$ cat config.mk
export PLATFORM = sky130hd
export DESIGN_NAME = sd_output_buf_flat
export DESIGN_NICKNAME = d
export VERILOG_FILES = /design/src/rtl/sd_output_buf_if.sv /design/src/rtl/sd_output_buf.sv /design/src/flat_wrapper.sv
export SDC_FILE = /design/constraint.sdc
export NUM_CORES = 1
export LEC_CHECK = 0
export ABC_CLOCK_PERIOD_IN_PS = 1350
export CAP_MARGIN = 20
export CORE_UTILIZATION = 27
export CTS_BUF_LIST = sky130_fd_sc_hd__clkbuf_8
export CTS_CLUSTER_DIAMETER = 50
export DETAILED_ROUTE_END_ITERATION = 6
export PLACE_DENSITY = 0.7
export SYNTH_ARGS = -nofsm -noshare
export SYNTH_HDL_FRONTEND = slang
export SYNTH_SLANG_ARGS = --single-unit
$ cat constraint.sdc
create_clock -name clk -period 1.35 [get_ports clk]
set_input_delay 0.2025 -clock clk [delete_from_list [all_inputs] [get_ports clk]]
set_output_delay 0.2025 -clock clk [all_outputs]
set_load 0.01 [all_outputs]
$ cat src/rtl/sd_output_buf_if.sv
// Handshake bundle for sd_output_buf: the upstream ic_* side and the downstream p_* side.
// The slave modport is the buffer; the master modport is the producer/consumer pair around it.
interface sd_output_buf_if #(
  parameter int width = 8
);
  logic             ic_srdy;
  logic             ic_drdy;
  logic [width-1:0] ic_data;
  logic             p_srdy;
  logic             p_drdy;
  logic [width-1:0] p_data;

  modport slave (
    input  ic_srdy,
    input  ic_data,
    output ic_drdy,
    output p_srdy,
    output p_data,
    input  p_drdy
  );

  modport master (
    output ic_srdy,
    output ic_data,
    input  ic_drdy,
    input  p_srdy,
    input  p_data,
    output p_drdy
  );
endinterface

$ cat src/rtl/sd_output_buf.sv
// Single-entry registered output stage for the srdy/drdy handshake library.
// Captures an upstream word and holds it on the p_* side until the consumer accepts it.
module sd_output_buf #(
  parameter int width = 8
) (
  input  logic           clk,
  input  logic           reset,
  sd_output_buf_if.slave bus
);
  logic             r_srdy;
  logic [width-1:0] r_data;
  logic             w_ic_drdy;
  logic             w_load;
  logic             w_srdy_nxt;

  // Ready never looks at ic_srdy, so a producer may sample it before raising ic_srdy.
  assign w_ic_drdy = bus.p_drdy | ~r_srdy;
  assign w_load    = bus.ic_srdy & w_ic_drdy;

  // Next-valid decode: a load beats a drain, so drain+load in one cycle leaves no bubble.
  always_comb begin
    w_srdy_nxt = r_srdy;
    if (w_load) begin
      w_srdy_nxt = 1'b1;
    end else if (bus.p_drdy) begin
      w_srdy_nxt = 1'b0;
    end else begin
      w_srdy_nxt = r_srdy;
    end
  end

  // Output register; the data word only moves on a load.
  always_ff @(posedge clk or posedge reset) begin
    if (reset) begin
      r_srdy <= 1'b0;
      r_data <= {width{1'b0}};
    end else begin
      r_srdy <= w_srdy_nxt;
      if (w_load) begin
        r_data <= bus.ic_data;
      end
    end
  end

  assign bus.ic_drdy = w_ic_drdy;
  assign bus.p_srdy  = r_srdy;
  assign bus.p_data  = r_data;
endmodule

$ cat src/flat_wrapper.sv
// flat-port wrapper written by rule: the top's interface ports become plain ports
module sd_output_buf_flat 
#(
  parameter int width = 8
)
  (clk, reset, bus_ic_srdy, bus_ic_data, bus_ic_drdy, bus_p_srdy, bus_p_data, bus_p_drdy);
  sd_output_buf_if #(.width(width)) bus_i ();
  input  logic clk;
  input  logic reset;
  input wire logic [$bits(bus_i.ic_srdy)-1:0] bus_ic_srdy;
  input wire logic [$bits(bus_i.ic_data)-1:0] bus_ic_data;
  output wire logic [$bits(bus_i.ic_drdy)-1:0] bus_ic_drdy;
  output wire logic [$bits(bus_i.p_srdy)-1:0] bus_p_srdy;
  output wire logic [$bits(bus_i.p_data)-1:0] bus_p_data;
  input wire logic [$bits(bus_i.p_drdy)-1:0] bus_p_drdy;
  assign bus_i.ic_srdy = bus_ic_srdy;
  assign bus_i.ic_data = bus_ic_data;
  assign bus_ic_drdy = bus_i.ic_drdy;
  assign bus_p_srdy = bus_i.p_srdy;
  assign bus_p_data = bus_i.p_data;
  assign bus_i.p_drdy = bus_p_drdy;
  sd_output_buf #(.width(width)) u_core (.clk(clk), .reset(reset), .bus(bus_i));
endmodule
# Yosys cells after proc, flatten, opt, wreduce, memory -nomap -nowiden
# Index checks and enable logic that the tools add are counted.
classes:
  mux: 2
  bitwise_logic: 3
  n_reduce_logical: 1
op_table:
  columns: ["operator", "count"]
  rows:
  - ["1-bit two-way mux", 2]
  - ["2-bit nonzero test", 1]
  - ["1-bit AND", 1]
  - ["1-bit NOT", 1]
  - ["1-bit bitwise OR", 1]
totals:
  register_bits: 9
  input_bits: 12
  out_inout_bits: 10

# Logic depth before layout (Yosys ltp)
# Gate-level depths: netlist of the first run.
depth:
  depth_word: 4
  mapped_depth: 3
  mapped_depth_nobuf: 3

# Worst setup path after synthesis of the first run
# OpenSTA, ideal clock, no wires.
synth_path:
  path_kind: "register to register"
  startpoint: "register u_core.r_srdy (netlist: u_core.bus.p_srdy)"
  endpoint: "register u_core.r_data[0] (netlist: u_core.bus.p_data[0])"
  arrival_ps: 932
  setup_slack_ps: 292
  stages_incl_launch_ff: 4
  cell_sequence: "dfrtp_1 > nand2b_4 > nand2_8 > mux2_4"
synth_via:
  elab_chain_cells: 3
synth_rtl:
  columns: ["item", "line", "rtl"]
  rows:
  - ["from (decl)", "sd_output_buf.sv:10", "logic r_srdy;"]
  - ["from (signal assigned)", "sd_output_buf.sv:38", "r_srdy <= w_srdy_nxt;"]
  - ["1-bit NOT", "sd_output_buf.sv:17", "assign w_ic_drdy = bus.p_drdy | ~r_srdy;"]
  - ["1-bit bitwise OR", "sd_output_buf.sv:17", null]
  - ["via bus_ic_drdy", "flat_wrapper.sv:12", "output wire logic [$bits(bus_i.ic_drdy)-1:0] bus_ic_drdy;"]
  - ["1-bit AND", "sd_output_buf.sv:18", "assign w_load = bus.ic_srdy & w_ic_drdy;"]
  - ["to (signal assigned)", "sd_output_buf.sv:36", "r_data <= {width{1'b0}};"]
  - ["to (signal assigned)", "sd_output_buf.sv:40", "r_data <= bus.ic_data;"]
  - ["to (decl)", "sd_output_buf.sv:11", "logic [width-1:0] r_data;"]
# The timed path passes the listed nets, and every way through them passes these cells.
# A chain may end at the register's enable or synchronous reset.

# Worst setup path in the final report of the first run
layout_path:
  startpoint: "register u_core.r_data[7] (netlist: u_core.bus.p_data[7])"
  endpoint: "output port bus_p_data[7]"
layout_lines:
  columns: ["item", "line", "rtl"]
  rows:
  - ["to (decl)", "flat_wrapper.sv:14", "output wire logic [$bits(bus_i.p_data)-1:0] bus_p_data;"]
# No word-level cell between the ends.

==> reports/qor.yml, run 1 <==
status: "completed"
slowest_delay_ns: 0.54
drc: 0
design_area_um2: 678
tightestPinTransition_ns: 0.336
hold_violations: 0
ys.warnings.count: 0
place_ws_ns: -0.177
worst-path-buf-inv: 1
syn_area_per_cell_um2: 18.5
routed_wl_um: 733
synth_fa_ha_area_frac: 0
power-per-cell-area_nw_per_um2: 1230
fin_util: 0.515
synth_top_family_by_area: "multiplexers"
die_w_um: 40.0
final_common_cell: "clkdlybuf4s50_1"
wire_per_inst_um: 11.8
netlist_instances: 21
cts_setup_buffers: 0
rsz0062_at_grt: "false"
fin_ws_ns: 0.0315
cts_tree: "done"
critPathTopFamily: "buffers and inverters"
worstPathMaxFanout: 2
relSlewSlack: 0.776
hold_class: "input pin to async pin"
cts-root-buf: "clkbuf_8"
numPortBuffers: 21
vias: 265
dieArea_um2: 1600
grtUsageTotal: 0.120
r2r_end: "u_core.bus.p_data[1]$_DFFE_PP0P_"
vias_per_cell: 4.27
setup.worst_path.start_class: "flop"
ys_ff_latch: 9
fin_worst_skew_ns: 0.000640
start_util: 0.295
leakage_nw: 0.348
synth_nets: 33
cts.sinks: 9
cp_slowest_cell: "clkdlybuf4s50_1"
period_needed_ns: 1.32
area_growth_syn_to_layout_pct: 74.3
postPlaceCellArea_um2: 626
max_freq_mhz: 758
regToRegSetupSlack_ns: 0.22
vdd_drop_max_mv: 0.568
io_pins: 22
dieHeight_um: 40.0
whs_ns: 0.234
muxShareOfSynthArea: 0.309
worstPathRequired_ns: 1.15
htreeDepth: 1
n_antenna_cell: 0
grt_pass1_vias: 294
place_congestion: 0.601
synth_cell_types: 6
antenna_found_initial: 0
clk_path_buf_depth: 2
total_power_w: 0.000835
r2r-start: "u_core.bus.p_srdy$_DFFE_PP0P_"
insertion_delay_ns: 0.22
final_antenna_net_count: 0
max_cap_violations: 0
grt_max_degree: 10
setup_viol_count_final: 0
cts_buffers: 3
final_cell_mix: "clkdlybuf4s50_1 (15), dfrtp_1 (9), mux2_4 (8), dlymetal6s2s_1 (4), clkbuf_8 (3)"
clkTransAtPathRegs_ns: 0.04
drtIter0Drc: 1
reg2regPathDepth: 4
synth_area_um2: 389
drive_gt1_frac: 0.298
grt-ovfl-total: 0
drtPass1Iterations: 2
synth-simple-area-share: 0.103
endpoint_kind: "primary output"
synth-xor-area-share: 0
synth_compound_area_frac: 0
final_nets: 60
synth_seq_area_share: 0.579
rows: 13
critical_path_arrival_ns: 1.12
grt_pass1_wl_um: 1190
crit_type: "flop to primary output"
crit_chain: "clkdlybuf4s50_1"
core-area_um2: 1320
finalMaxSlewViolations: 0
fin_crit_sh: 0.977
per-stage QoR:
stage	cells	setup TNS [ns]
after floorplan	21	0
after global placement	58	-0.714
after detailed placement	58	-1.10
after CTS	62	0
after global routing	62	0
final	62	0
synth_stat cells:
cell type	n	area, um^2
nand2_8	1	20.0
nand2b_1	1	6.26
mux2_4	8	120
dfrtp_1	9	225
inv_1	1	3.75
nand2b_4	1	13.8
state kept, by name (all words and copies together), names as in the netlist:
signal / flops
u_core.bus.p_data: 8
u_core.bus.p_srdy: 1
report_power, final:
part	total (W)	internal, W	switching (W)	leakage (nW)
logic	0.000213	0.000145	0.0000681	0.216
clock network	0.000293	0.000197	0.0000958	0.0269
registers	0.000329	0.000308	0.0000206	0.104
total	0.000835	0.000651	0.000185	0.348
worst max-delay path by stage:
stage                                                 from                          endpoint  slack [ns]  depth (start not counted)
after global placement                          bus_p_drdy                       bus_ic_drdy       -0.15                          3
final                     u_core.bus.p_data[7]$_DFFE_PP0P_                     bus_p_data[7]        0.03                          1
after detailed placement                        bus_p_drdy                       bus_ic_drdy       -0.18                          3
after floorplan              u_core.bus.p_srdy$_DFFE_PP0P_  u_core.bus.p_data[0]$_DFFE_PP0P_        0.29                          3
after CTS                 u_core.bus.p_data[3]$_DFFE_PP0P_                     bus_p_data[3]       0.008                          1
after global routing      u_core.bus.p_data[7]$_DFFE_PP0P_                     bus_p_data[7]       0.001                          1
final cells by class:
class / instances / area (um^2)
fill: 113 / 639
sequential: 9 / 225
timing repair buffer: 22 / 225
multi-input combinational: 11 / 160
clock buffer: 3 / 41.3
tap: 15 / 18.8
clock inverter: 1 / 3.75
inverter: 1 / 3.75
layer usage:
layer	part of all wire	GRT usage	vias to the layer above
met5	0	0	-
met4	0	0.0776	0
met1	0.42	0.125	122
met2	0.46	0.202	19
li1	-	-	124
met3	0.12	0.0444	0
cells by family after synthesis:
kind of cell,after synthesis
flip-flops,9
multiplexers,8
AND/OR/NAND/NOR,3
buffers and inverters,1
timing repair:
item,CTS,global route
endpoints found under the setup margin,2,4
resized for setup,2,4
pin swaps,0,0
hold buffers,0,0
(Power assumes the default switching activity.)
==> inputs of run 2 (changes only) <==
--- a/config.mk
+++ b/config.mk
@@ -11,6 +11,7 @@
 export CTS_BUF_LIST = sky130_fd_sc_hd__clkbuf_8
 export CTS_CLUSTER_DIAMETER = 50
 export DETAILED_ROUTE_END_ITERATION = 6
+export MAX_ROUTING_LAYER = met4
 export PLACE_DENSITY = 0.7
 export SYNTH_ARGS = -nofsm -noshare
 export SYNTH_HDL_FRONTEND = slang
==> run 2 against run 1 <==
Compared with the run above: non-clock buffer count stayed put; clock power about the same; maximum frequency barely moved; worst setup slack about the same; sequential share of layout area unchanged; first-iteration DRC count did not move; sequential cell count stayed put; critical path depth unchanged; largest cell class unchanged.
==> reports/qor.yml, run 2 (synthesized netlist as in run 1, its figures left out) <==
regToRegSetupSlack_ns: 0.22  # about the same
crit_type: "flop to primary output"  # unchanged
area_growth_syn_to_layout_pct: 74.3  # unchanged
clkTransAtPathRegs_ns: 0.04  # about the same
largest_reg_flops: 8  # unchanged
rows: 13  # unchanged
cts-root-buf: "clkbuf_8"  # unchanged
grt_max_degree: 10  # unchanged
worstPathRequired_ns: 1.15  # about the same
rsz0062_at_grt: "false"  # unchanged
grt-ovfl-total: 0  # unchanged
insertion_delay_ns: 0.22  # about the same
fin_util: 0.515  # unchanged
antenna_found_initial: 0  # unchanged
numPortBuffers: 21  # unchanged
drc: 0  # unchanged
cts.sinks: 9  # unchanged
tns_ns: 0  # unchanged
place_congestion: 0.605  # was 0.601
cts_tree: "done"  # unchanged
dieArea_um2: 1600  # unchanged
cp_slowest_cell: "clkdlybuf4s50_1"  # unchanged
cts_setup_buffers: 0  # unchanged
n_antenna_cell: 0  # unchanged
critical_path_arrival_ns: 1.12  # about the same
crit_chain: "clkdlybuf4s50_1"  # unchanged
dieHeight_um: 40.0  # unchanged
critPathTopFamily: "buffers and inverters"  # unchanged
vias_per_cell: 4.27  # unchanged
start_util: 0.295  # unchanged
endpoint_kind: "primary output"  # unchanged
die_w_um: 40.0  # unchanged
ctsHoldBuffers: 0  # unchanged
routed_wl_um: 733  # unchanged
grt_pass1_vias: 294  # unchanged
cp-startpoint: "u_core.bus.p_data[7]$_DFFE_PP0P_"  # unchanged
reg2regPathDepth: 4  # unchanged
htreeDepth: 1  # unchanged
period_needed_ns: 1.32  # about the same
worstPathMaxFanout: 2  # unchanged
final_common_cell: "clkdlybuf4s50_1"  # unchanged
setup_viol_count_final: 0  # unchanged
slowest_delay_ns: 0.54  # about the same
multi_input_area_um2: 160  # unchanged
status: "completed"  # unchanged
fin_worst_skew_ns: 0.000682  # was 0.000640 ns
final_cell_mix: "clkdlybuf4s50_1 (15), dfrtp_1 (9), mux2_4 (8), dlymetal6s2s_1 (4), clkbuf_8 (3)"  # unchanged
grt_pass1_wl_um: 1190  # unchanged
relSlewSlack: 0.776  # about the same
final_nets: 60  # unchanged
wire_per_inst_um: 11.8  # unchanged
design_area_um2: 678  # unchanged
finalMaxSlewViolations: 0  # unchanged
drtPass1Iterations: 2  # unchanged
setup.worst_path.start_class: "flop"  # unchanged
tightestPinTransition_ns: 0.336  # about the same
hold_class: "input pin to async pin"  # unchanged
clk_path_buf_depth: 2  # unchanged
postPlaceCellArea_um2: 626  # unchanged
hold_violations: 0  # unchanged
drive_gt1_frac: 0.298  # unchanged
r2r-start: "u_core.bus.p_srdy$_DFFE_PP0P_"  # unchanged
vdd_drop_max_mv: 0.568  # about the same
final_antenna_net_count: 0  # unchanged
grtUsageTotal: 0.124  # was 0.120
max_cap_violations: 0  # unchanged
fin_crit_sh: 0.977  # about the same
drtIter0Drc: 1  # unchanged
leakage_nw: 0.348  # unchanged
crit_end: "bus_p_data[7]"  # unchanged
cts_buffers: 3  # unchanged
core-area_um2: 1320  # unchanged
vias: 265  # unchanged
path_depth: 1  # unchanged
nFillCells: 113  # unchanged
worst-path-buf-inv: 1  # unchanged
power-per-cell-area_nw_per_um2: 1230  # about the same
seqCellArea_um2: 225  # unchanged
whs_ns: 0.234  # about the same
io_pins: 22  # unchanged
max_freq_mhz: 758  # about the same
r2r_end: "u_core.bus.p_data[1]$_DFFE_PP0P_"  # unchanged
==> run 2: cell counts in the layout (fill, tap and decap cells not counted) <==
No cell type changed its count.
==> run 2: worst min path at each step <==
| stage | start | to | slack [ns] | cells after the start |
|---|---|---|---|---|
| 2_1_floorplan | reset | u_core.bus.p_data[0]$_DFFE_PP0P_ | 0.03 | 1 |
| 3_3_place_gp | reset | u_core.bus.p_data[0]$_DFFE_PP0P_ | 0.47 | 2 |
| 3_5_place_dp | reset | u_core.bus.p_data[3]$_DFFE_PP0P_ | 0.48 | 2 |
| 4_1_cts | reset | u_core.bus.p_srdy$_DFFE_PP0P_ | 0.24 | 2 |
| 5_1_grt | reset | u_core.bus.p_data[1]$_DFFE_PP0P_ | 0.28 | 2 |
| 6_report | reset | u_core.bus.p_srdy$_DFFE_PP0P_ | 0.23 | 2 |
==> run 2: report_power, final <==
part / leakage [nW] / internal, W / switching, W / total [W]
clock network: 0.0269 / 0.000197 / 0.0000958 / 0.000293
registers: 0.104 / 0.000308 / 0.0000206 / 0.000329
logic: 0.216 / 0.000145 / 0.0000680 / 0.000213
total: 0.348 / 0.000651 / 0.000184 / 0.000835
==> run 2: per-stage QoR <==
step                      cells  setup slack, ns  power, W
final                        62           0.0311  0.000835
after CTS                    62          0.00821  0.000856
after floorplan              21            0.292  0.000430
after global routing         62          0.00141  0.000886
after detailed placement     58           -0.177  0.000556
after global placement       58           -0.151  0.000551
==> run 2: layout make-up <==
cell class                 count  area share
clock buffer                   3      0.0609
inverter                       1     0.00554
multi-input combinational     11       0.236
tap                           15      0.0277
timing repair buffer          22       0.332
clock inverter                 1     0.00554
sequential                     9       0.332
==> run 2: what timing repair did <==
item | in CTS | in global routing
gates cloned | 0 | 0
gates resized for setup | 2 | 4
endpoints found under the setup margin | 2 | 4
==> run 2: routing by layer <==
| layer | up-vias | GRT usage | routed length [um] |
|---|---|---|---|
| li1 | 124 | - | - |
| met1 | 122 | 0.132 | 318 |
| met2 | 19 | 0.202 | 337 |
| met3 | 0 | 0.0333 | 78 |
| met4 | 0 | 0.0776 | 0 |
| met5 | - | - | 0 |
